<file path="src/rtl/mem_arbiter.sv">
// mem_arbiter: shares one single-ported memory between instruction fetch and
// the data (load/store) port. Data normally wins; a fetch that has lost
// STARVE_LIMIT consecutive arbitrations is forced through on the next one.
// A flush during an in-flight fetch lets the memory finish but suppresses the
// response, so the memory side never sees an aborted transaction.
module mem_arbiter #(
  parameter int STARVE_LIMIT = 4
) (
  input  logic        clk,
  input  logic        rst,
  input  logic        if_req,
  input  logic [31:0] if_addr,
  input  logic        if_flush,
  output logic [31:0] if_rdata,
  output logic        if_ack,
  output logic        if_stall,
  input  logic        d_req,
  input  logic        d_we,
  input  logic [31:0] d_addr,
  input  logic [31:0] d_wdata,
  input  logic [3:0]  d_wstrb,
  output logic [31:0] d_rdata,
  output logic        d_ack,
  output logic        d_stall,
  output logic        m_req,
  output logic        m_we,
  output logic [31:0] m_addr,
  output logic [31:0] m_wdata,
  output logic [3:0]  m_wstrb,
  input  logic [31:0] m_rdata,
  input  logic        m_ready,
  output logic        busy
);

  typedef enum logic [2:0] {
    IDLE,
    F_BUSY,
    D_BUSY,
    F_RESP,
    D_RESP
  } state_t;

  localparam logic [3:0] LP_LIMIT = 4'(STARVE_LIMIT);

  state_t      r_state;
  logic [3:0]  r_starveCnt;
  logic        r_cancel;
  logic        r_mReq;
  logic        r_mWe;
  logic [31:0] r_mAddr;
  logic [31:0] r_mWdata;
  logic [3:0]  r_mWstrb;
  logic [31:0] r_ifRdata;
  logic [31:0] r_dRdata;

  logic w_fetchWants;
  logic w_fetchWins;
  logic w_cancelNow;

  // A flushed fetch request is not a candidate; fetch only beats a waiting
  // data request once it has been starved for the full limit. A flush that
  // lands on the same cycle as m_ready still cancels the response.
  assign w_fetchWants = if_req & ~if_flush;
  assign w_fetchWins  = w_fetchWants & (~d_req | (r_starveCnt == LP_LIMIT));
  assign w_cancelNow  = r_cancel | if_flush;

  // Arbitration FSM: latches the winner's attributes, holds them until the
  // memory completes, then gives a single response cycle to the owner.
  always_ff @(posedge clk) begin
    if (rst) begin
      r_state     <= IDLE;
      r_starveCnt <= '0;
      r_cancel    <= 1'b0;
      r_mReq      <= 1'b0;
      r_mWe       <= 1'b0;
      r_mAddr     <= '0;
      r_mWdata    <= '0;
      r_mWstrb    <= '0;
      r_ifRdata   <= '0;
      r_dRdata    <= '0;
    end else begin
      case (r_state)
        IDLE: begin
          if (w_fetchWins) begin
            r_state     <= F_BUSY;
            r_mReq      <= 1'b1;
            r_mWe       <= 1'b0;
            r_mAddr     <= if_addr;
            r_mWdata    <= '0;
            r_mWstrb    <= '0;
            r_starveCnt <= '0;
            r_cancel    <= 1'b0;
          end else if (d_req) begin
            r_state  <= D_BUSY;
            r_mReq   <= 1'b1;
            r_mWe    <= d_we;
            r_mAddr  <= d_addr;
            r_mWdata <= d_wdata;
            r_mWstrb <= d_we ? d_wstrb : 4'b0000;
            if (w_fetchWants && (r_starveCnt < LP_LIMIT)) begin
              r_starveCnt <= r_starveCnt + 4'd1;
            end
          end
        end
        F_BUSY: begin
          if (m_ready) begin
            r_mReq   <= 1'b0;
            r_cancel <= 1'b0;
            if (w_cancelNow) begin
              r_state <= IDLE;
            end else begin
              r_state   <= F_RESP;
              r_ifRdata <= m_rdata;
            end
          end else if (if_flush) begin
            r_cancel <= 1'b1;
          end
        end
        D_BUSY: begin
          if (m_ready) begin
            r_mReq  <= 1'b0;
            r_state <= D_RESP;
            if (!r_mWe) begin
              r_dRdata <= m_rdata;
            end
          end
        end
        F_RESP:  r_state <= IDLE;
        D_RESP:  r_state <= IDLE;
        default: r_state <= IDLE;
      endcase
    end
  end

  assign m_req    = r_mReq;
  assign m_we     = r_mWe;
  assign m_addr   = r_mAddr;
  assign m_wdata  = r_mWdata;
  assign m_wstrb  = r_mWstrb;
  assign if_rdata = r_ifRdata;
  assign d_rdata  = r_dRdata;

  assign busy     = (r_state != IDLE);
  assign d_ack    = (r_state == D_RESP);
  assign if_ack   = (r_state == F_RESP) & ~if_flush;
  assign if_stall = if_req & ~if_ack & ~if_flush;
  assign d_stall  = d_req & ~d_ack;

endmodule

</file>
<file path="config.mk">
export PLATFORM = sky130hd
export DESIGN_NAME = mem_arbiter
export DESIGN_NICKNAME = d
export VERILOG_FILES = /design/src/rtl/mem_arbiter.sv
export SDC_FILE = /design/constraint.sdc
export NUM_CORES = 1
export LEC_CHECK = 0
export CAP_MARGIN = 20
export CORE_UTILIZATION = 35
export DETAILED_ROUTE_END_ITERATION = 10
export PLACE_DENSITY = 0.75
export SETUP_SLACK_MARGIN = 0.05
export SYNTH_ARGS = -nofsm -noshare
export SYNTH_HDL_FRONTEND = slang
export SYNTH_SLANG_ARGS = --single-unit
</file>
<file path="constraint.sdc">
create_clock -name clk -period 1.8 [get_ports clk]
set_input_delay 0.36 -clock clk [delete_from_list [all_inputs] [get_ports clk]]
set_output_delay 0.36 -clock clk [all_outputs]
set_load 0.005 [all_outputs]
</file>
==> qor.tcl <==
set qor(max-clock-path-buffers) 2
set qor(place_hpwl_mm) 11.6
set qor(cts_tree) {yes}
set qor(drt_iter0_drc) 229
set qor(port_buffers) 277
set qor(finalCriticalPeriod_ps) 1690
set qor(numClockSinks) 142
set qor(synth_area_mm2) 0.00540
set qor(power_density_mw_per_mm2) 962
set qor(timing.max_slew.rel_slack_pct) 76.1
set qor(grt_setup_unrepaired) {yes}
set qor(irDropWorstVdd_mv) 0.577
set qor(highest-signal-layer) {met4}
set qor(wirelength_mm) 16.9
set qor(synth_top_family_by_area) {simple AND/OR/NAND/NOR gates}
set qor(wl_met2_mm) 8.23
set qor(drt.antenna.violating_nets) 0
set qor(worst_ep_required_time_ps) 2120
set qor(pin_count) 278
set qor(cell_area_placed_mm2) 0.00863
set qor(synth_warnings) 0
set qor(timing_hold_violations_final) 0
set qor(routabilityCongestion) 0.747
set qor(cts_hold_repair.buffers) 0
set qor(total_congestion_overflow_after_global_routing) 0
set qor(number_of_detailed_routing_iterations_run_before_antenna_repair) 4
set qor(setup.worst_path.start) {r_starveCnt[3]$_SDFFE_PP0P_}
set qor(areaGrowthSynthToFinish_pct) 75.3
set qor(synth-edff-count) 0
set qor(post-layout-total-power_mw) 9.11
set qor(die-area_mm2) 0.0159
set qor(worst_ep_arrival_time_ps) 2010
set qor(ctsHtreeMaxLevel) 4
set qor(total_via_count_in_the_routed_design) 5717
set qor(wl_met3_mm) 1.29
set qor(r2r_start) {r_starveCnt[3]$_SDFFE_PP0P_}
set qor(gr-usage-all-layers_pct) 21.1
set qor(yosysSeqAreaShare_pct) 52.6
set qor(wl_per_cell_um) 14.4
set qor(max_stage_delay_ps) 520
set qor(finalSetupViolCount) 0
set qor(max_cap_viol_count) 0
set qor(hold_class) {in2reg}
set qor(ys_types) 38
set qor(synthSimpleGateAreaFrac_pct) 24.8
set qor(multiplexer_share_of_the_synthesized_area_pct) 0
set qor(worst-setup-path-type) {reg2reg}
set qor(route.detailed.drc) 0
set qor(post_synth_inst_count) 684
set qor(pin_count_of_the_biggest_net_entering_global_routing) 60
set qor(start_util_pct) 35.7
set qor(cp-end-kind) {flip-flop}
set qor(synth_largest_area_cell) {sky130_fd_sc_hd__dfxtp_1}
set qor(clk_pin_slew_ps) 60
set qor(antenna_found_initial) 0
set qor(power.static_leakage_nw) 3.51
set qor(worstPathCellList) {or2_2 > a311o_1 > or4b_1 > o31ai_1}
set qor(die_span_in_x_um) 126
set qor(drive_above_1_share_pct) 10.3
set qor(synth_top_cell_area_share_pct) 52.6
set qor(yosys_register_bits) 142
set qor(finalInstanceArea_mm2) 0.00947
set qor(row_count) 45
set qor(synthesis.nets) 825
set qor(critical_path_peak_fanout) 3
set qor(timing.hold.worst.start) {rst}
set qor(share_of_the_synthesized_area_in_compound_gates_ao_oa_aoi_oai_pct) 16.8
set qor(post_synth_fa_ha_maj_area_fraction_pct) 0.463
set qor(synth-main-ff-cell) {sky130_fd_sc_hd__dfxtp_1}
set qor(setup_clock_skew_after_layout_ps) 9.45
set qor(critPathSlowestCell) {sky130_fd_sc_hd__or4b_1}
set qor(clock-root-buffer) {sky130_fd_sc_hd__clkbuf_16}
set qor(m1WireLength_mm) 7.11
set qor(cts_buffers) 17
set qor(max_slew.worst_pin.slew_ps) 358
set qor(synth-async-reset-ratio_pct) 0
set qor(routed_via_density) 4.89
set qor(fmax_mhz) 591
set qor(first_global_vias) 5347
set qor(startpoint_type) {flip-flop}
set qor(grt_first_pass_wirelength_mm) 26.5
set qor(synth_top_cells_by_area) {sky130_fd_sc_hd__dfxtp_1 53%, sky130_fd_sc_hd__nand2_1 16%, sky130_fd_sc_hd__a21oi_1 9.8%}
set qor(synthXorXnorAreaFrac_pct) 0.162
set qor(final_max_slew_viol_count) 0
set qor(timing.final.crit_share_pct) 94.0
set qor(finalCoreUtilization_pct) 62.5
set qor(postSynthAreaPerCell_um2) 7.90
set qor(clk-insertion-delay-late_ps) 420
set qor(design.final.nets) 1109
set qor(fp.dieH_um) 126
set qor(core_area_mm2) 0.0151
set qor(run_status) {finished, final reports clean}
-- what timing repair did --
action	4_1_cts	5_1_grt
resized for setup	16	12
pin swaps	1	6
setup buffers	2	4
gates cloned	0	2
endpoints found under the setup margin	6	41
-- placed cells by master (no fill, tap or decap), types with 6 or more instances in the layout --
cell type                           n
sky130_fd_sc_hd__a21oi_1          104
sky130_fd_sc_hd__nand3_1           35
sky130_fd_sc_hd__clkdlybuf4s50_1  269
sky130_fd_sc_hd__bufinv_16          6
sky130_fd_sc_hd__buf_12            14
sky130_fd_sc_hd__nor2_1            39
sky130_fd_sc_hd__a311oi_1          32
sky130_fd_sc_hd__nand2_1          231
sky130_fd_sc_hd__buf_4             31
sky130_fd_sc_hd__clkbuf_16         19
sky130_fd_sc_hd__dfxtp_1          137
-- state kept, by name, indices dropped and copies added (netlist names) --
register / count
r_cancel: 1
m_wstrb: 4
d_rdata: 32
if_rdata: 32
m_we: 1
r_state: 3
r_starveCnt: 4
m_req: 1
m_wdata: 32
m_addr: 32
-- worst max-delay path: cells and delay by family, from the launching register on --
| kind | cells | cell delay (ps) |
|---|---|---|
| flip-flops | 1 | 310 |
| AO/OA/AOI/OAI | 2 | 470 |
| AND/OR/NAND/NOR | 2 | 830 |
-- cells by family after synthesis --
logic type,Yosys count
XOR/XNOR,1
adder cells (fa/ha/maj),2
buffers and inverters,64
AND/OR/NAND/NOR,325
AO/OA/AOI/OAI,150
flip-flops,142
-- cells in the mapped netlist (2+ instances only) --
cell and n:
sky130_fd_sc_hd__a211oi_1 2, sky130_fd_sc_hd__a21o_1 2, sky130_fd_sc_hd__a21oi_1 106, sky130_fd_sc_hd__a311oi_1 33, sky130_fd_sc_hd__buf_1 2, sky130_fd_sc_hd__buf_2 20, sky130_fd_sc_hd__clkbuf_1 34, sky130_fd_sc_hd__dfxtp_1 142
sky130_fd_sc_hd__ha_1 2, sky130_fd_sc_hd__inv_1 5, sky130_fd_sc_hd__nand2_1 231, sky130_fd_sc_hd__nand3_1 35, sky130_fd_sc_hd__nand4_1 4, sky130_fd_sc_hd__nor2_1 40, sky130_fd_sc_hd__nor3_1 2, sky130_fd_sc_hd__or2_2 2
-- through the flow --
stage	setup WS (ps)	instances	TNS, ps	hold WS, ps
2_1_floorplan	172	684	0	448
3_3_place_gp	-282	1129	-14480	437
3_5_place_dp	-332	1129	-17320	445
4_1_cts	52.9	1163	0	323
5_1_grt	19.1	1169	0	365
6_report	109	1170	0	347
-- final timing paths --
kind	end	slack (ps)	cells after the start
max	r_starveCnt[1]$_SDFFE_PP0P_	110	4
min	r_state[2]$_SDFFE_PP0P_	350	2
max reg2reg	r_starveCnt[1]$_SDFFE_PP0P_	110	4
min reg2reg	m_wdata[3]$_SDFFE_PP0P_	450	2
-- power breakdown --
group	internal [mW]	total [mW]	switching, mW
logic	0.932	1.56	0.627
clock network	2.67	4.10	1.43
registers	3.34	3.45	0.108
total	6.95	9.11	2.16
-- area by class of cell --
class	count	area [µm²]
fill	1295	5680
multi-input combinational	478	2350
clock buffer	18	439
antenna	1	2.50
tap	188	235
clock inverter	14	254
inverter	6	22.5
timing repair buffer	323	3310
sequential	142	2850
-- metal layers --
layer	vias to the layer above	global-route usage [%]
li1	2882	-
met1	2598	24.3
met2	216	36.0
met3	21	7.01
met4	0	8.36
met5	-	0
No activity file was read; power rests on OpenSTA's default activity.
